File: src/rtl/reconfig_shift_array.sv
// Multi-channel LED pattern engine: per-channel hold/rotate/count modes stepped by a shared
// programmable prescaler, configured one channel at a time over a valid/ready handshake.
module reconfig_shift_array #(
   parameter int unsigned NUM_CH    = 4,
   parameter int unsigned CH_WIDTH  = 4,
   parameter int unsigned DIV_WIDTH = 24,
   parameter int unsigned CH_IDX_W  = 2
) (
   input  logic                         gclk,
   input  logic                         rst,
   input  logic                         run,
   input  logic [DIV_WIDTH-1:0]         div,
   input  logic                         cfg_valid,
   output logic                         cfg_ready,
   input  logic [CH_IDX_W-1:0]          cfg_ch,
   input  logic [1:0]                   cfg_mode,
   output logic [NUM_CH*CH_WIDTH-1:0]   leds,
   output logic                         step
);

   typedef enum logic [0:0] {StIdle, StRun} state_e;

   localparam logic [1:0] ModeHold = 2'b00;
   localparam logic [1:0] ModeRotl = 2'b01;
   localparam logic [1:0] ModeRotr = 2'b10;
   localparam logic [1:0] ModeCnt  = 2'b11;

   state_e                 state_q, state_d;
   logic [DIV_WIDTH-1:0]   presc_q, presc_d;
   logic [DIV_WIDTH-1:0]   div_q, div_d;
   logic [DIV_WIDTH-1:0]   div_eff;
   logic                   load_q;
   logic                   step_q, step_d;
   logic                   ready_q, ready_d;
   logic                   run_en;
   logic                   step_fire;
   logic                   xfer;
   logic [CH_WIDTH-1:0]    val_q [NUM_CH];
   logic [CH_WIDTH-1:0]    val_d [NUM_CH];
   logic [1:0]             mode_q [NUM_CH];
   logic [1:0]             mode_d [NUM_CH];

   // State register
   always_ff @(posedge gclk) begin
      if (!rst) state_q <= StIdle;
      else      state_q <= state_d;
   end

   // Next-state logic
   always_comb begin
      state_d = state_q;
      unique case (state_q)
         StIdle:  if (run)  state_d = StRun;
         StRun:   if (!run) state_d = StIdle;
         default: state_d = StIdle;
      endcase
   end

   // Output decode
   always_comb begin
      run_en = 1'b0;
      unique case (state_q)
         StIdle:  run_en = 1'b0;
         StRun:   run_en = 1'b1;
         default: run_en = 1'b0;
      endcase
   end

   assign div_eff   = (div == '0) ? DIV_WIDTH'(1) : div;
   assign step_fire = run_en && (presc_q == div_q - DIV_WIDTH'(1));
   assign xfer      = cfg_valid && ready_q;

   // div_q only changes at a period boundary so a new divider never truncates a period
   always_comb begin
      presc_d = presc_q;
      div_d   = div_q;
      if (load_q) div_d = div_eff;
      if (run_en) begin
         if (step_fire) begin
            presc_d = '0;
            div_d   = div_eff;
         end else begin
            presc_d = presc_q + DIV_WIDTH'(1);
         end
      end
      step_d  = step_fire;
      ready_d = !xfer;
   end

   // A config seed on the same edge as a step takes priority over that channel's step
   always_comb begin
      for (int c = 0; c < NUM_CH; c++) begin
         val_d[c]  = val_q[c];
         mode_d[c] = mode_q[c];
         if (step_fire) begin
            unique case (mode_q[c])
               ModeHold: val_d[c] = val_q[c];
               ModeRotl: val_d[c] = {val_q[c][CH_WIDTH-2:0], val_q[c][CH_WIDTH-1]};
               ModeRotr: val_d[c] = {val_q[c][0], val_q[c][CH_WIDTH-1:1]};
               ModeCnt:  val_d[c] = val_q[c] + CH_WIDTH'(1);
               default:  val_d[c] = val_q[c];
            endcase
         end
         if (xfer && (cfg_ch == CH_IDX_W'(c))) begin
            mode_d[c] = cfg_mode;
            unique case (cfg_mode)
               ModeHold: val_d[c] = val_q[c];
               ModeRotl: val_d[c] = CH_WIDTH'(1);
               ModeRotr: val_d[c] = CH_WIDTH'(1) << (CH_WIDTH - 1);
               ModeCnt:  val_d[c] = '0;
               default:  val_d[c] = val_q[c];
            endcase
         end
      end
   end

   always_ff @(posedge gclk) begin
      if (!rst) begin
         presc_q <= '0;
         div_q   <= DIV_WIDTH'(1);
         load_q  <= 1'b1;
         step_q  <= 1'b0;
         ready_q <= 1'b1;
         for (int c = 0; c < NUM_CH; c++) begin
            val_q[c]  <= '0;
            mode_q[c] <= ModeHold;
         end
      end else begin
         presc_q <= presc_d;
         div_q   <= div_d;
         load_q  <= 1'b0;
         step_q  <= step_d;
         ready_q <= ready_d;
         for (int c = 0; c < NUM_CH; c++) begin
            val_q[c]  <= val_d[c];
            mode_q[c] <= mode_d[c];
         end
      end
   end

   for (genvar g = 0; g < NUM_CH; g++) begin : gen_leds
      assign leds[g*CH_WIDTH +: CH_WIDTH] = val_q[g];
   end

   assign step      = step_q;
   assign cfg_ready = ready_q;

endmodule

File: config.mk
export PLATFORM = sky130hd
export DESIGN_NAME = reconfig_shift_array
export DESIGN_NICKNAME = d
export VERILOG_FILES = /design/src/rtl/reconfig_shift_array.sv
export SDC_FILE = /design/constraint.sdc
export NUM_CORES = 1
export LEC_CHECK = 0
export BUFFER_PORTS_ARGS = -buffer_cell sky130_fd_sc_hd__buf_2
export CAP_MARGIN = 30
export CORE_MARGIN = 1
export CORE_UTILIZATION = 41
export DETAILED_ROUTE_END_ITERATION = 10
export HOLD_SLACK_MARGIN = 0.05
export PLACE_DENSITY_LB_ADDON = 0.15
export SKIP_CTS_REPAIR_TIMING = 1
export SLEW_MARGIN = 20
export SYNTH_ARGS = -nofsm -noshare
export SYNTH_HDL_FRONTEND = slang
export SYNTH_SLANG_ARGS = --single-unit
File: constraint.sdc
create_clock -name gclk -period 3.8 [get_ports gclk]
set_input_delay 1.14 -clock gclk [delete_from_list [all_inputs] [get_ports gclk]]
set_output_delay 1.14 -clock gclk [all_outputs]
set_load 0.05 [all_outputs]
==> metrics.md <==
| Metric | Value |
|---|---|
| Pre-CTS WS | `between 0.2 and 0.25 ns` |
| #FFs+latches synth | `76` |
| Max-slew violations | `0` |
| Global-route wire length before repair | `about 20000 um` |
| First DRT Iteration DRCs | `213` |
| Worst IR Drop VDD | `about 0.46 mV` |
| CP endpoint kind | `register` |
| Most common flop cell mapped by yosys | `dfxtp_1` |
| Worst rel slew slack | `0.4469` |
| Ant diodes | `0` |
| Post-synth EDFFs | `0` |
| Clk_lat worst skew | `roughly 0.35 ns` |
| H-tree depth | `3` |
| Status | `finished, final reports clean` |
| Nets@finish | `just under 700` |
| Pin count of the biggest net entering global routing | `32` |
| RD Place Congestion | `between 0.8 and 0.9` |
| Final hold violations | `0` |
| Via count of the routed design | `approximately 4500` |
| Mapped cell area | `around 0.0048 mm2` |
| Crit path max-delay family | `simple AND/OR/NAND/NOR gates` |
| P_leak | `just over 0.002 uW` |
| Cell Pwr Density | `~370 mW/mm2` |
| Initial antenna violation count | `0` |
| Req. time, crit path | `~4 ns` |
| RSZ-0062 raised after global routing | `no` |
| Die ar. | `about 0.012 mm2` |
| Tcrit/Tclk final | `0.9324` |
| Remaining DRCs | `0` |
| Initial Utilization | `0.4199` |
| Synth async-reset ratio | `0` |
| Min Tclk post-route | `approximately 3.5 ns` |
| Num rows | `39` |
| Setup violators final | `0` |
| Vias in the first global route | `4179` |
| Cells after synthesis | `about 620` |
| I/O pin count | `50` |
| Yosys cell types | `between 70 and 80` |
| Sequential-to-total area share from yosys stat | `0.3173` |
| CP Launch Type | `register` |
| Multi-input gate area | `roughly 0.0031 mm2` |
| Core box area | `0.01142 mm2` |
| Vias per std cell | `5.579` |
| Cts bufs inserted | `9` |
| Register clock-pin slew on the reported worst setup and hold paths | `around 0.06 ns` |
| Worst hold path type | `reg2reg` |
| WS Path Type | `reg2reg` |
| GRT Total Usage | `0.2172` |
| WP buf/inv | `1` |
| Ys Warns | `0` |
| Peak Freq | `roughly 280 MHz` |
| Layout cells sized above 1 | `0.1522` |
| Largest fanout on the critical path | `8` |
| Root buf cell | `clkbuf_16` |
| Final worst setup slack | `around 0.26 ns` |
| Max Cap Violations | `0` |
| Final Instance Area | `about 0.0055 mm2` |
| Top cells by area, synth | `dfxtp_1 (32%), nor2_1 (5.6%), nand2_1 (5.5%), xor2_1 (5.3%), nand3_1 (4.6%)` |
| # port buffers | `49` |
| Skew final | `roughly 0.0075 ns` |
| Measured slew at the worst slew-check pin | `between 0.8 and 0.9 ns` |
| Dpl cell area | `0.005152 mm2` |
| Setup_tns | `0 ns` |
| DR pass1 iterations | `4` |
| Critical path's slowest cell | `or4_1` |
| FF/Latch Area | `0.001521 mm2` |
| Routed WL | `12160 um` |
| Share of the synthesized area in the top cell type | `0.3173` |
| Clock tree buffer depth | `2` |
| Syn_area_per_cell | `between 7 and 8 um2` |
| CTS tree | `yes` |
| Arrival time at the worst endpoint | `roughly 3.8 ns` |
| Routed len/inst | `15.20 um` |
| Max incr delay on CP | `between 0.7 and 0.8 ns` |
| Clk sinks | `76` |
| Core Util, Final | `0.4822` |
| Hold WS | `~0.44 ns` |
| Die width | `about 110 um` |
| Die Span Y | `110.1 um` |
| Gr ovfl total | `0` |
| Area leader, netlist | `dfxtp_1` |
| Syn Nets | `657` |
| Antenna Violating Nets Remaining | `0` |
| Synthesis-to-layout area growth | `14.85%` |
| CP cell instances | `inv_1 -> ha_1 -> or4b_2 -> nor3_1 -> mux2_2 -> o21ai_1 -> o21ai_2 -> or4_1 -> a2111oi_4 -> o21a_1` |
| Number of fill cells in the layout | `1142` |
| Post-DP HPWL | `9161 um` |
-- stage by stage --
stage	cells	power, uW
after floorplan	615	1051
after global placement	782	1126
after detailed placement	782	1130
after CTS	797	2075
after global routing	800	2144
final	800	2055
-- registers in the layout (all words and copies together), names as in the netlist --
name	flops
cfg_ready	1
div_q	24
load_q	1
mode_q	8
presc_q	24
state_q	1
step	1
val_q	16
-- synthesized netlist by cell type (all sizes together) (7+ instances only) --
| master | n |
|---|---|
| xor2 | 29 |
| nand2 | 73 |
| nand2b | 7 |
| nand3 | 45 |
| o211ai | 7 |
| nor2 | 73 |
| nand3b | 8 |
| buf | 14 |
| xnor2 | 21 |
| ha | 10 |
| nand4 | 12 |
| clkbuf | 21 |
| mux2i | 10 |
| nor4 | 13 |
| a21oi | 23 |
| nor2b | 8 |
| o31ai | 7 |
| nor3 | 19 |
| o21ai | 43 |
| dfxtp | 76 |
| inv | 16 |
-- path summary, 6_finish.rpt --
kind	cells after the start	endpoint	slack, ns	startpoint
max reg2reg	10	val_q[1][1]	0.26	div_q[0]
min reg2reg	1	cfg_ready	0.44	cfg_ready
max	10	val_q[1][1]	0.26	div_q[0]
min	1	cfg_ready	0.44	cfg_ready
-- worst reg2reg max path: cells and delay by family (launching register included) --
| kind | cells | cell delay [ns] |
|---|---|---|
| flip-flops | 1 | 0.38 |
| buffers and inverters | 1 | 0.09 |
| AO/OA/AOI/OAI | 4 | 0.70 |
| multiplexers | 1 | 0.37 |
| AND/OR/NAND/NOR | 3 | 1.69 |
| adder cells (fa/ha/maj) | 1 | 0.25 |
-- cell usage in the layout (no fill, tap or decap), types with 7 or more instances in the layout --
master / netlist / routed
dfxtp_1: 76 / 76
nor2_1: 72 / 72
nand2_1: 70 / 70
buf_2: 4 / 49
nand3_1: 44 / 44
xor2_1: 29 / 29
a21oi_1: 23 / 23
o21ai_0: 22 / 22
xnor2_1: 21 / 21
o21ai_1: 20 / 20
nor3_1: 18 / 18
inv_1: 16 / 16
buf_4: 4 / 12
nand4_1: 11 / 11
mux2i_1: 10 / 10
ha_1: 10 / 10
nor4_1: 9 / 9
clkbuf_16: 0 / 9
nor2b_1: 8 / 8
nand3b_1: 8 / 8
o211ai_1: 7 / 7
nand2b_1: 7 / 7
-- metal layers --
layer  track usage  vias to the layer above  wire (um)
li1              -                     2271          -
met1        0.2515                     2092       5480
met2        0.3830                       79       5931
met3       0.06232                       21        510
met4       0.07143                        0        233
met5             0                        -          0
-- power by group --
group	internal [uW]	total (uW)	switching [uW]
registers	820	856	36.0
logic	103	264	162
clock network	605	934	329
-- layout make-up --
type / count / share of cell area
multi-input cells: 488 / 0.5567
flip-flops and latches: 76 / 0.2763
well taps: 143 / 0.03249
clock buffers: 11 / 0.04590
clock inverters: 4 / 0.01318
inverters: 16 / 0.01091
repair buffers: 62 / 0.06453
-- cells by family (layout without fill, tap and decap cells) --
kind of cell / count (synthesis) / in the layout / synth area share
and+or+nand+nor: 288 / 288 / 0.3090
AOI/OAI and AO/OA: 126 / 126 / 0.1785
DFF: 76 / 76 / 0.3173
buffers and inverters: 51 / 93 / 0.04749
xor gates and xnor gates: 50 / 50 / 0.09134
muxes: 14 / 14 / 0.03027
adders and majority gates: 10 / 10 / 0.02610
Note: power is estimated with default switching activity, not from simulation.
